==> src/rtl/prbs_job_scheduler.sv <==
// Job scheduler for one PRBS_15 byte core: queues pattern jobs,
// loads/resets/enables the core per job and tags the returned bytes.
// Ports:
//   i_clk, i_rst (async, active-low)
//   job in  : i_job_valid/o_job_ready, i_job_pattern, i_job_reps, i_job_rnd
//   control : i_abort, o_busy, o_job_done
//   core    : o_prbs_rst, o_prbs_en, o_prbs_bytes, o_prbs_n, i_prbs_byte
//   stream  : o_byte_out, o_byte_valid, o_byte_is_pat
`timescale 1ns/1ps
module prbs_job_scheduler #(
  parameter int RND_W   = 8,
  parameter int Q_DEPTH = 2
) (
  input  logic             i_clk,
  input  logic             i_rst,
  input  logic             i_job_valid,
  output logic             o_job_ready,
  input  logic [31:0]      i_job_pattern,
  input  logic [7:0]       i_job_reps,
  input  logic [RND_W-1:0] i_job_rnd,
  input  logic             i_abort,
  output logic             o_prbs_rst,
  output logic             o_prbs_en,
  output logic [31:0]      o_prbs_bytes,
  output logic [7:0]       o_prbs_n,
  input  logic [7:0]       i_prbs_byte,
  output logic [7:0]       o_byte_out,
  output logic             o_byte_valid,
  output logic             o_byte_is_pat,
  output logic             o_job_done,
  output logic             o_busy
);

  localparam int AW = (Q_DEPTH > 1) ? $clog2(Q_DEPTH) : 1;
  localparam int CW = (RND_W > 10) ? RND_W : 10;
  localparam logic [CW-1:0] ONE = CW'(1);

  typedef enum logic [2:0] {
    S_IDLE, S_LOAD, S_PAT, S_RND, S_FIN
  } state_t;

  state_t r_state, w_next;

  logic [31:0]      r_q_pat  [Q_DEPTH];
  logic [7:0]       r_q_reps [Q_DEPTH];
  logic [RND_W-1:0] r_q_rnd  [Q_DEPTH];
  logic [AW-1:0]    r_wr, r_rd;
  logic [AW:0]      r_cnt;
  logic             r_up;

  logic [31:0]      r_pat;
  logic [7:0]       r_n;
  logic [RND_W-1:0] r_rnd;
  logic [CW-1:0]    r_left;

  logic r_v1, r_p1, r_v2, r_p2, r_done;
  logic [7:0] r_byte;

  logic w_full, w_empty, w_push, w_pop, w_abort;
  logic w_emit, w_is_pat;
  logic [CW-1:0] w_pat_len, w_rnd_len;

  assign w_full    = (r_cnt == (AW+1)'(Q_DEPTH));
  assign w_empty   = (r_cnt == '0);
  assign w_push    = i_job_valid && o_job_ready;
  // Head leaves the queue on the edge that enters LOAD.
  assign w_pop     = (r_state == S_IDLE) && !w_empty;
  assign w_abort   = i_abort && (r_state != S_IDLE);
  assign w_pat_len = CW'({r_n, 2'b00});
  assign w_rnd_len = CW'(r_rnd);

  always_ff @(posedge i_clk) begin
    if (w_push) begin
      r_q_pat[r_wr]  <= i_job_pattern;
      r_q_reps[r_wr] <= i_job_reps;
      r_q_rnd[r_wr]  <= i_job_rnd;
    end
  end

  always_ff @(posedge i_clk or negedge i_rst) begin
    if (!i_rst) begin
      r_wr  <= '0;
      r_rd  <= '0;
      r_cnt <= '0;
      r_up  <= 1'b0;
      r_pat <= '0;
      r_n   <= '0;
      r_rnd <= '0;
    end else begin
      r_up  <= 1'b1;
      r_cnt <= r_cnt + (AW+1)'(w_push) - (AW+1)'(w_pop);
      if (w_push) r_wr <= r_wr + 1'b1;
      if (w_pop) begin
        r_rd  <= r_rd + 1'b1;
        r_pat <= r_q_pat[r_rd];
        r_n   <= r_q_reps[r_rd];
        r_rnd <= r_q_rnd[r_rd];
      end
    end
  end

  always_ff @(posedge i_clk or negedge i_rst) begin
    if (!i_rst) r_state <= S_IDLE;
    else        r_state <= w_next;
  end

  always_comb begin
    w_next = r_state;
    unique case (r_state)
      S_IDLE: if (!w_empty) w_next = S_LOAD;
      S_LOAD: begin
        if (r_n != 8'd0)       w_next = S_PAT;
        else if (r_rnd != '0)  w_next = S_RND;
        else                   w_next = S_FIN;
      end
      S_PAT: if (r_left == '0)
               w_next = (r_rnd != '0) ? S_RND : S_FIN;
      S_RND: if (r_left == '0) w_next = S_FIN;
      S_FIN: if (r_left == '0) w_next = S_IDLE;
      default: w_next = S_IDLE;
    endcase
    if (w_abort) w_next = S_IDLE;
  end

  always_comb begin
    w_emit     = (r_state == S_PAT) || (r_state == S_RND);
    w_is_pat   = (r_state == S_PAT);
    o_prbs_en  = w_emit;
    o_prbs_rst = w_emit || (r_state == S_FIN);
    o_busy     = (r_state != S_IDLE);
  end

  // r_left holds remaining cycles minus one in the current phase;
  // FIN always lasts two cycles.
  always_ff @(posedge i_clk or negedge i_rst) begin
    if (!i_rst) begin
      r_left <= '0;
    end else if (r_state == S_LOAD) begin
      if (r_n != 8'd0)      r_left <= w_pat_len - ONE;
      else if (r_rnd != '0) r_left <= w_rnd_len - ONE;
      else                  r_left <= ONE;
    end else if (r_left != '0) begin
      r_left <= r_left - ONE;
    end else if (r_state == S_PAT) begin
      r_left <= (r_rnd != '0) ? w_rnd_len - ONE : ONE;
    end else if (r_state == S_RND) begin
      r_left <= ONE;
    end
  end

  // Two stages: one for the core register, one for r_byte.
  always_ff @(posedge i_clk or negedge i_rst) begin
    if (!i_rst) begin
      r_v1   <= 1'b0;
      r_p1   <= 1'b0;
      r_v2   <= 1'b0;
      r_p2   <= 1'b0;
      r_byte <= '0;
      r_done <= 1'b0;
    end else begin
      r_byte <= i_prbs_byte;
      r_done <= (r_state == S_FIN) && (r_left == '0)
                && !w_abort;
      if (w_abort) begin
        r_v1 <= 1'b0;
        r_p1 <= 1'b0;
        r_v2 <= 1'b0;
        r_p2 <= 1'b0;
      end else begin
        r_v1 <= w_emit;
        r_p1 <= w_is_pat;
        r_v2 <= r_v1;
        r_p2 <= r_p1;
      end
    end
  end

  assign o_job_ready   = r_up && !w_full;
  assign o_prbs_bytes  = r_pat;
  assign o_prbs_n      = r_n;
  assign o_byte_out    = r_byte;
  assign o_byte_valid  = r_v2;
  assign o_byte_is_pat = r_p2;
  assign o_job_done    = r_done;

endmodule
==> config.mk <==
export PLATFORM = sky130hd
export DESIGN_NAME = prbs_job_scheduler
export DESIGN_NICKNAME = d
export VERILOG_FILES = /design/src/rtl/prbs_job_scheduler.sv
export SDC_FILE = /design/constraint.sdc
export NUM_CORES = 1
export LEC_CHECK = 0
export BUFFER_PORTS_ARGS = -buffer_cell sky130_fd_sc_hd__buf_2
export CAP_MARGIN = 5
export CORE_AREA = 2 2 170 89
export CTS_CLUSTER_SIZE = 14
export DETAILED_ROUTE_END_ITERATION = 6
export DIE_AREA = 0 0 172 91
export GPL_TIMING_DRIVEN = 0
export HOLD_SLACK_MARGIN = 0.08
export PLACE_DENSITY = 0.71
export SLEW_MARGIN = 25
export SYNTH_ARGS = -nofsm -noshare
export SYNTH_HDL_FRONTEND = slang
export SYNTH_SLANG_ARGS = --single-unit
==> constraint.sdc <==
create_clock -name i_clk -period 3.9 [get_ports i_clk]
set_input_delay 0.585 -clock i_clk [delete_from_list [all_inputs] [get_ports i_clk]]
set_output_delay 0.585 -clock i_clk [all_outputs]
set_load 0.005 [all_outputs]
### Word-level counts from Yosys, hierarchy flattened

Memory sizes are Yosys's and may differ from the RTL's. A register that Yosys moved wholly into a read port is not among the register bits.
Cells that the tools add are included.

* bits in registers: 31
* memory bits (writable): 96
* input bits: 60
* output and inout port bits: 55
* word-level logic and storage cells: 74
* memories kept: 3

* $add $sub $neg: 7
* eq/ne operators: 9
* muxes and demuxes: 20
* reduce and logical (&&, ||, !) cells: 23

Memories
* r_q_pat: words 2, width 32, rd ports 1, clocked after Yosys merged registers in 1, write ports 1, RTL line 44 `logic [31:0] r_q_pat [Q_DEPTH];`
* r_q_reps: words 2, width 8, rd ports 1, clocked after Yosys merged registers in 1, write ports 1, RTL line 45 `logic [7:0] r_q_reps [Q_DEPTH];`
* r_q_rnd: words 2, width 8, rd ports 1, clocked after Yosys merged registers in 1, write ports 1, RTL line 46 `logic [RND_W-1:0] r_q_rnd [Q_DEPTH];`

Operators with widths (count)
* two-way mux 10 bit: 6
* two-way mux 3 bit: 7
* subtractor 10 x 1 -> 10 bit, second input constant: 2
* nonzero test 8 bit: 2
* one-hot mux 3 bit (5 select lines): 1
* logical NOT 10 bit: 1
* nonzero test 10 bit: 1
* != test 3 bit, second input constant: 3
* subtractor 8 x 1 -> 9 bit, second input constant: 1
* equality test 3 x 2 -> 1 bit, second input constant: 2
* logical AND 1 bit: 6
* logical NOT 1 bit: 6
* two-way mux 1 bit: 6
* AND reduction 4 bit: 1
* nonzero test 4 bit: 1
* equality test 3 x 1 -> 1 bit, second input constant: 1
* equality test 3 bit, second input constant: 1
* logical NOT 3 bit: 1
* != test 3 x 2 -> 1 bit, second input constant: 1
* nonzero test 3 bit: 1
* adder 1 bit, second input constant: 2
* adder 2 x 1 -> 2 bit: 1
* equality test 2 bit, second input constant: 1
* logical NOT 2 bit: 1
* 2 further kinds: 3

### Longest topological paths before layout

Gate-level depths: netlist of the first run.

* depth after elaboration: 6
* depth in mapped cells: 8
* depth with buffers taken out: 7

### Worst setup path after synthesis of the first run

Ideal clock, no wire load.

* path kind: register to register
* start: register r_cnt[0]
* end: memory r_q_pat[0][0], enable pin
* library setup time: 0.454 ns
* arrival: 2.867 ns
* required time: 3.446 ns
* slack: 0.579 ns
* cell stages (with the launch flop): 5
* buffers on the path: 0
* clock period less this slack: 3.321 ns
* cell sequence: dfrtp_1 > inv_1 > a21boi_0 > nand2_1 > nor2_1

* cells in the longest elaborated chain, start to end: 6

RTL lines
* start, declared: RTL line 48 `logic [AW:0] r_cnt;`
* start signal, assigned: RTL line 91 `r_cnt <= r_cnt + (AW+1)'(w_push) - (AW+1)'(w_pop);`
* equality test 2 bit: RTL line 63 `assign w_full = (r_cnt == (AW+1)'(Q_DEPTH));`
* logical NOT 1 bit: RTL line 178 `assign o_job_ready = r_up && !w_full;`
* logical AND 1 bit: RTL line 178
* via o_job_ready: RTL line 17 `output logic o_job_ready,`
* logical AND 1 bit: RTL line 65 `assign w_push = i_job_valid && o_job_ready;`
* two-way mux 1 bit: RTL line 73 `if (w_push) begin`
* two-way mux 1 bit (not written as such): RTL line 74 `r_q_pat[r_wr] <= i_job_pattern;`
* end, declared: RTL line 44

The timed path passes the listed nets, and every way through them passes these cells.

### Final worst setup path of the first run

* start: register r_state[1]
* end: output port o_prbs_rst

* cells in the longest elaborated chain, start to end: 3
* elaborated cells between the ends (all ways): 5
* classes of those cells: eq/ne (3); reduce/logical (2)

RTL lines
* start, declared: RTL line 42 `state_t r_state, w_next;`
* start signal, assigned: RTL line 104 `else r_state <= w_next;`
* equality test 3 x 2 -> 1 bit: RTL line 126 `w_emit = (r_state == S_PAT) || (r_state == S_RND);`
* logical OR 1 bit: RTL line 126
* logical OR 1 bit (*): RTL line 129 `o_prbs_rst = w_emit || (r_state == S_FIN);`
* end, declared: RTL line 22 `output logic o_prbs_rst,`

Every way passes the cells marked *; elsewhere a longest branch is shown, timed or not.

==> impl_metrics.env, run 1 <==
export IMPL_outcome="complete, no violations"
export IMPL_netlist_instances=500
export IMPL_fin_util_pct=59.7
export IMPL_io_buffers=114
export IMPL_multiInputGateArea_um2=1950
export IMPL_critical_path_max_fanout=8
export IMPL_dr_pass1_iters=5
export IMPL_synth_cell_types=60
export IMPL_ys_warn_count=0
export IMPL_synth_seq_cells=175
export IMPL_regArea_um2=4860
export IMPL_wl_um=15100
export IMPL_cts_resized=0
export IMPL_peakVddDrop_v=0.000348
export IMPL_wire_per_inst_um=17.7
export IMPL_arrival_ns=1.61
export IMPL_cts_sinks=175
export IMPL_avgViaCountPerCell=5.45
export IMPL_die_h_um=91
export IMPL_synth_area_leaders="edfxtp_1, dfrtp_1, mux2i_1, a21oi_1, nor2_1"
export IMPL_synth_most_common_cell="edfxtp_1"
export IMPL_p_sw_share_pct=36.6
export IMPL_die_x_um=172
export IMPL_antenna_found_initial=2
export IMPL_synth_top_area_share_pct=41.4
export IMPL_start_util_pct=49.3
export IMPL_p_clk_share_pct=23.8
export IMPL_p_comb_share_pct=34.1
export IMPL_p_switching_w=0.00247
export IMPL_drv_cap=0
export IMPL_core_rowCount=31
export IMPL_cts_tree="yes"
export IMPL_reg2reg_from="r_left[0]$_DFFE_PN0P_"
export IMPL_powerDensity_nw_per_um2=800
export IMPL_cts_max_level=4
export IMPL_clk_transition_reported_paths_ns=0.07
export IMPL_grt_pass1_wl_um=23800
export IMPL_fin_worst_skew_ns=0.0151
export IMPL_detailedPlace_worstSlack_ns=1.74
export IMPL_rsz0062_at_grt="no"
export IMPL_required_ns=3.31
export IMPL_grt_ovfl_total=0
export IMPL_drive_gt1_share_pct=27.7
export IMPL_hold_viol=0
export IMPL_grt_pass1_vias=4444
export IMPL_hp_class="input pin to async pin"
export IMPL_timing_final_ws_setup_ns=1.71
export IMPL_min_period_over_period_pct=56.2
export IMPL_synth_main_ff_cell="edfxtp_1"
export IMPL_syn_area_per_cell_um2=13.9
export IMPL_place_hpwl_um=10600
export IMPL_post_cts_buffers=0
export IMPL_slowest_stage="nor2_1"
export IMPL_fillers=1113
export IMPL_fmax_mhz=456
export IMPL_cp_start_kind="register"
export IMPL_worstSetupPathType="register to output pin"
export IMPL_clk_latency_ns=0.43
export IMPL_drc=0
export IMPL_slew_violations=0
export IMPL_synth_fp_nets=566
export IMPL_worstSetupEndpointType="output pin"
export IMPL_max_slew_margin_rel_pct=47.2
export IMPL_postRouteAntennaNets=0
export IMPL_crit_path_cell_trace="buf_6, nor2_1, a21o_1, buf_2"
export IMPL_leakage_nw=3.43
export IMPL_fin_crit_ns=2.19
export IMPL_numCtsBuffers=17
export IMPL_layout_nets=702
export IMPL_grt_max_degree=49
export IMPL_gr_usage_all_layers_pct=20.4
export IMPL_cts_buffer_depth=2
export IMPL_globalplace_congestion=0.946
export IMPL_area_delta_synth_final_pct=21.1
export IMPL_startpoint="r_state[1]$_DFFE_PN0P_"
export IMPL_ys_seq_area_share_pct=69.9
export IMPL_async_flop_share_pct=45.1
export IMPL_root_buffer="clkbuf_16"
export IMPL_drt_initial_drc_count=348
export IMPL_num_io_pins=115
export IMPL_via_count=4623
export IMPL_core_area_um2=14100
export IMPL_intPower_w=0.00427
export IMPL_final_setup_viol_count=0
export IMPL_synth_common_cells="edfxtp_1, dfrtp_1, nor2_1, a21oi_1, mux2i_1"
export IMPL_p_seq_share_pct=42.1
export IMPL_netlist_area_um2=6960
export IMPL_worstMarginPinSlew_ns=0.792
export IMPL_slowest_delay_ns=0.41
export IMPL_cts_hold_buf=0
export IMPL_die_area_um2=15700
export IMPL_yosysTopAreaCell="edfxtp_1"
export IMPL_synth_edff_count=96
## critical path, delay by kind of cell, from the launching register on
kind | cells | cell delay (ns)
AO/OA/AOI/OAI | 1 | 0.18
AND/OR/NAND/NOR | 1 | 0.41
buffers and inverters | 2 | 0.23
flip-flops | 1 | 0.37
## power groups by stage
stage                     registers, W  clock network [W]  logic (W)
final                          0.00284            0.00160    0.00230
after global routing           0.00290            0.00171    0.00255
after CTS                      0.00283            0.00163    0.00231
after detailed placement       0.00287                  0    0.00229
after global placement         0.00285                  0    0.00218
after floorplan                0.00280                  0    0.00151
## layer usage
layer  vias up  GRT usage, %  part of all wire (%)
met5         -             0                 0.046
met3        21          5.54                   7.2
met4         2          6.72                   1.3
li1       2135             -                     -
met2       158          29.5                    43
met1      2307          30.2                    48
## flip-flops by register name, summed over array words and instances, names as in the netlist, 3 cells and up
signal,cells
o_prbs_bytes,32
r_left,10
o_prbs_n,8
r_rnd,8
r_q_reps,16
r_q_pat,64
o_byte_out,8
r_q_rnd,16
r_state,3
## worst paths after layout
path | to | slack (ns) | depth (start not counted)
setup / recovery | o_prbs_rst | 1.71 | 4
hold / removal | r_left[9]$_DFFE_PN0P_ | 0.15 | 1
setup reg to reg | r_left[4]$_DFFE_PN0P_ | 1.74 | 7
hold reg to reg | o_byte_valid$_DFF_PN0_ | 0.51 | 1
max in group asynchronous | o_prbs_n[0]$_DFFE_PN0P_ | 3.12 | 2
min in group i_clk | o_byte_out[0]$_DFF_PN0_ | 0.26 | 1
## layout make-up
type | count | area share (%)
Sequential cell | 175 | 57.7
Multi-Input combinational cell | 291 | 23.2
Timing Repair Buffer | 117 | 7.69
Clock buffer | 18 | 5.09
Tap cell | 198 | 2.94
Clock inverter | 14 | 1.50
Buffer | 21 | 1.26
Inverter | 13 | 0.579
Antenna cell | 2 | 0.0594
## placed cells by master, fill, tap and decap left out, types with 4 or more instances in the layout
cell type / instances
clkbuf_16: 17
inv_6: 5
a21oi_1: 58
o21ai_0: 5
inv_1: 13
dfrtp_1: 79
edfxtp_1: 96
xor2_1: 5
nand2_1: 8
o21a_1: 4
mux2i_1: 51
a21boi_0: 5
o22ai_1: 4
clkbuf_1: 7
buf_2: 125
ha_1: 6
xnor2_1: 6
nor3_1: 9
nor2_1: 67
## metrics by stage
step	hold slack [ns]	TNS [ns]	power [W]	instances	instance area, um2
finish	0.150	0	0.00674	849	8430
global route	0.198	0	0.00716	848	8420
CTS	0.177	0	0.00677	847	8420
detailed placement	0.501	0	0.00516	815	7870
global placement	0.476	-26.11	0.00503	812	7770
floorplan	0.289	0	0.00431	500	6960
## kinds of logic (layout without fill, tap and decap cells)
kind of cell	after synthesis	in the layout	share of synthesized area, %
adder cells (fa/ha/maj)	6	6	1.08
flip-flops	175	175	69.9
AO/OA/AOI/OAI	102	102	9.03
XOR/XNOR	11	11	1.38
other	1	3	0.0539
AND/OR/NAND/NOR	120	120	9.03
multiplexers	51	51	7.34
buffers and inverters	34	183	2.23
Power figures use the tool's default switching activity.
==> run 2, diff against run 1 <==
--- a/config.mk
+++ b/config.mk
@@ -5,12 +5,13 @@
 export SDC_FILE = /design/constraint.sdc
 export NUM_CORES = 1
 export LEC_CHECK = 0
+export ABC_AREA = 1
 export BUFFER_PORTS_ARGS = -buffer_cell sky130_fd_sc_hd__buf_2
 export CAP_MARGIN = 5
-export CORE_AREA = 2 2 170 89
+export CORE_AREA = 2 2 173 90
 export CTS_CLUSTER_SIZE = 14
 export DETAILED_ROUTE_END_ITERATION = 6
-export DIE_AREA = 0 0 172 91
+export DIE_AREA = 0 0 175 92
 export GPL_TIMING_DRIVEN = 0
 export HOLD_SLACK_MARGIN = 0.08
 export PLACE_DENSITY = 0.71
==> constraint.sdc (replaced) <==
create_clock -name i_clk -period 2.2 [get_ports i_clk]
set_input_delay 0.33 -clock i_clk [delete_from_list [all_inputs] [get_ports i_clk]]
set_output_delay 0.33 -clock i_clk [all_outputs]
set_load 0.005 [all_outputs]
==> run 2 against run 1 <==
Effect of this change: setup slack worse by 1.5 ns; die area is 2.9% higher; hold slack got worse by 0.061 ns; non-clock buffer count up 25; routed wire length increased by 8.9%; total power rose by 92%; combinational power is 110% higher.
==> impl_metrics.env, run 2 <==
export IMPL_via_count=5254
export IMPL_arrival_ns=2.40
export IMPL_fin_worst_skew_ns=0.0111
export IMPL_clk_latency_ns=0.43
export IMPL_cts_tree="yes"
export IMPL_wl_um=16400
export IMPL_area_delta_synth_final_pct=25.3
export IMPL_clk_transition_reported_paths_ns=0.07
export IMPL_required_ns=2.57
export IMPL_peakVddDrop_v=0.000508
export IMPL_max_slew_margin_rel_pct=59.1
export IMPL_holdWs_ns=0.0893
export IMPL_post_cts_buffers=0
export IMPL_fillers=1195
export IMPL_muxShareOfSynthArea_pct=0
export IMPL_die_area_um2=16100
export IMPL_hold_path_cell_count=1
export IMPL_synth_cell_types=34
export IMPL_r2r_end="r_left[2]$_DFFE_PN0P_"
export IMPL_die_h_um=92
export IMPL_rsz0062_at_grt="no"
export IMPL_leakage_nw=3.88
export IMPL_layout_common_cells="nor2_1, nand2_1, buf_2"
export IMPL_core_area_um2=14900
export IMPL_largest_register="r_q_pat"
export IMPL_fin_crit_ns=2.03
export IMPL_synth_simple_area_share_pct=18.1
export IMPL_yosysTopAreaCell="edfxtp_1"
export IMPL_syn_area_per_cell_um2=11.0
export IMPL_ys_seq_area_share_pct=68.1
export IMPL_dr_pass1_iters=5
export IMPL_antenna_found_initial=3
export IMPL_crit_path_cell_trace="inv_1, ha_1, inv_1, nor2_1, nand2_1, nor3_1, nand3_1, nand2_1, nand2_1, nand2_1"
export IMPL_synth_main_ff_cell="edfxtp_1"
export IMPL_avgViaCountPerCell=5.12
export IMPL_outcome="complete, no violations"
export IMPL_grt_pass1_wl_um=26300
export IMPL_worstSetupPathType="register to register"
export IMPL_synth_common_cells="nor2_1, nand2_1, edfxtp_1, dfrtp_1, o31ai_1"
export IMPL_gr_usage_all_layers_pct=21.4
export IMPL_hp_class="input pin to register"
export IMPL_drv_cap=0
export IMPL_synth_compound_area_share_pct=7.11
export IMPL_r2r_slack_ns=0.17
export IMPL_cts_sinks=175
export IMPL_cts_max_level=4
export IMPL_synth_fp_nets=714
export IMPL_cpMostUsedCell="nand2_1"
export IMPL_synth_seq_cells=175
export IMPL_ys_warn_count=0
export IMPL_synth_top_area_share_pct=40.4
export IMPL_io_buffers=114
export IMPL_drive_gt1_share_pct=22.9
export IMPL_synth_top_family_by_area="simple AND/OR/NAND/NOR gates"
export IMPL_min_to="r_q_reps[1][2]$_DFFE_PP_"
export IMPL_layout_nets=873
export IMPL_wire_per_inst_um=16.0
export IMPL_netlist_instances=648
export IMPL_slew_violations=0
export IMPL_async_flop_share_pct=45.1
export IMPL_root_buffer="clkbuf_16"
export IMPL_powerDensity_nw_per_um2=1450
export IMPL_hp_start="i_job_reps[2]"
export IMPL_cts_hold_buf=20
export IMPL_synth_edff_count=96
export IMPL_synth_xor_area_share_pct=1.23
export IMPL_reg2reg_from="r_left[1]$_DFFE_PN0P_"
export IMPL_slowest_delay_ns=0.50
export IMPL_drt_initial_drc_count=385
export IMPL_postRouteAntennaNets=0
export IMPL_cp_top_family="simple AND/OR/NAND/NOR gates"
export IMPL_fmax_mhz=493
export IMPL_grt_max_degree=51
export IMPL_synth_most_common_cell="nor2_1"
export IMPL_cts_buffer_depth=2
export IMPL_die_x_um=175
export IMPL_start_util_pct=48.1
export IMPL_numCtsBuffers=17
export IMPL_critPathBufInv=2
export IMPL_ff2ff_path_depth=10
export IMPL_worstSetupEndpointType="register"
export IMPL_cts_resized=0
export IMPL_min_period_over_period_pct=92.3
export IMPL_netlist_area_um2=7140
export IMPL_slowest_stage="nor3_1"
export IMPL_hold_viol=0
export IMPL_core_rowCount=32
export IMPL_critical_path_max_fanout=4
export IMPL_grt_ovfl_total=0
export IMPL_final_setup_viol_count=0
export IMPL_place_hpwl_um=11700
export IMPL_synth_area_leaders="edfxtp_1, dfrtp_1, nor2_1, nand2_1, o31ai_1"
export IMPL_drc=0
export IMPL_largest_reg_flops=64
export IMPL_fin_util_pct=60.2
export IMPL_cp_start_kind="register"
export IMPL_synth_adder_area_share_pct=1.05
export IMPL_grt_pass1_vias=5044
export IMPL_mostFrequentLayoutCell="nor2_1"
export IMPL_num_io_pins=115
export IMPL_worstMarginPinSlew_ns=0.608
export IMPL_globalplace_congestion=0.956
run 2: cell count changes in the layout (fill, tap and decap cells not counted), moves of 8 or more:
cell / delta
a21oi_1: -48
inv_2: +8
inv_1: +23
mux2i_1: -51
o31ai_1: +46
dlygate4sd3_1: +21
buf_2: -8
nor2_1: +77
nand3_1: +24
nand2_1: +109
run 2: logic make-up (layout without fill, tap and decap cells):
| family | after synthesis | in the layout |
|---|---|---|
| other cells | 1 | 3 |
| fa+ha+maj | 6 | 6 |
| flops | 175 | 175 |
| compound gates | 76 | 76 |
| buf+inv | 67 | 239 |
| xor+xnor | 10 | 10 |
| simple gates | 313 | 313 |
run 2: routing by layer:
layer	global-route usage [%]	up-vias	wire (um)
met4	7.57	2	240
met2	31.6	198	7180
met1	30.8	2522	7720
met3	5.72	26	1240
met5	0	-	11
li1	-	2506	-
run 2: worst max path at each step:
stage	from	endpoint	slack [ns]	cells after the start
after floorplan	r_cnt[1]$_DFF_PN0_	r_q_pat[0][0]$_DFFE_PP_	-0.32	3
after global placement	r_cnt[1]$_DFF_PN0_	r_q_pat[0][24]$_DFFE_PP_	-0.96	3
after detailed placement	r_cnt[1]$_DFF_PN0_	r_cnt[1]$_DFF_PN0_	0.20	9
after CTS	r_cnt[1]$_DFF_PN0_	r_cnt[1]$_DFF_PN0_	0.17	9
after global routing	r_cnt[1]$_DFF_PN0_	r_cnt[1]$_DFF_PN0_	0.08	9
final	r_left[1]$_DFFE_PN0P_	r_left[2]$_DFFE_PN0P_	0.17	10
run 2: stage by stage:
stage / area, um2 / setup TNS [ns] / power [W] / worst slack, ns / std cells
after global placement: 7970 / -90.48 / 0.00950 / -0.960 / 966
final: 8950 / 0 / 0.0129 / 0.170 / 1026
after floorplan: 7150 / -30.90 / 0.00806 / -0.322 / 648
after CTS: 8930 / 0 / 0.0130 / 0.168 / 1023
after global routing: 8950 / 0 / 0.0138 / 0.0850 / 1025
after detailed placement: 8110 / 0 / 0.00981 / 0.199 / 971
run 2: layout make-up:
| cell class | count | area, um2 | area share [%] |
|---|---|---|---|
| antenna | 2 | 5.00 | 0.0559 |
| tap | 204 | 255 | 2.85 |
| inverter | 44 | 165 | 1.85 |
| clock buffer | 18 | 429 | 4.80 |
| timing repair buffer | 140 | 906 | 10.1 |
| sequential | 175 | 4860 | 54.3 |
| clock inverter | 14 | 198 | 2.21 |
| buffer | 23 | 148 | 1.65 |
| multi-input combinational | 406 | 1980 | 22.2 |
run 2: worst register-to-register path, delay by kind of cell (launching register included):
kind | cells | cell delay, ns
adder cells (fa/ha/maj) | 1 | 0.21
buffers and inverters | 2 | 0.14
flip-flops | 1 | 0.41
AND/OR/NAND/NOR | 7 | 1.20
run 2: power breakdown:
group          switching (W)  total, W  leakage, nW  internal (W)
clock network        0.00142   0.00316        0.297       0.00174
logic                0.00296   0.00478         1.75       0.00182
registers           0.000622   0.00501         1.84       0.00438
total                0.00501    0.0129         3.88       0.00794
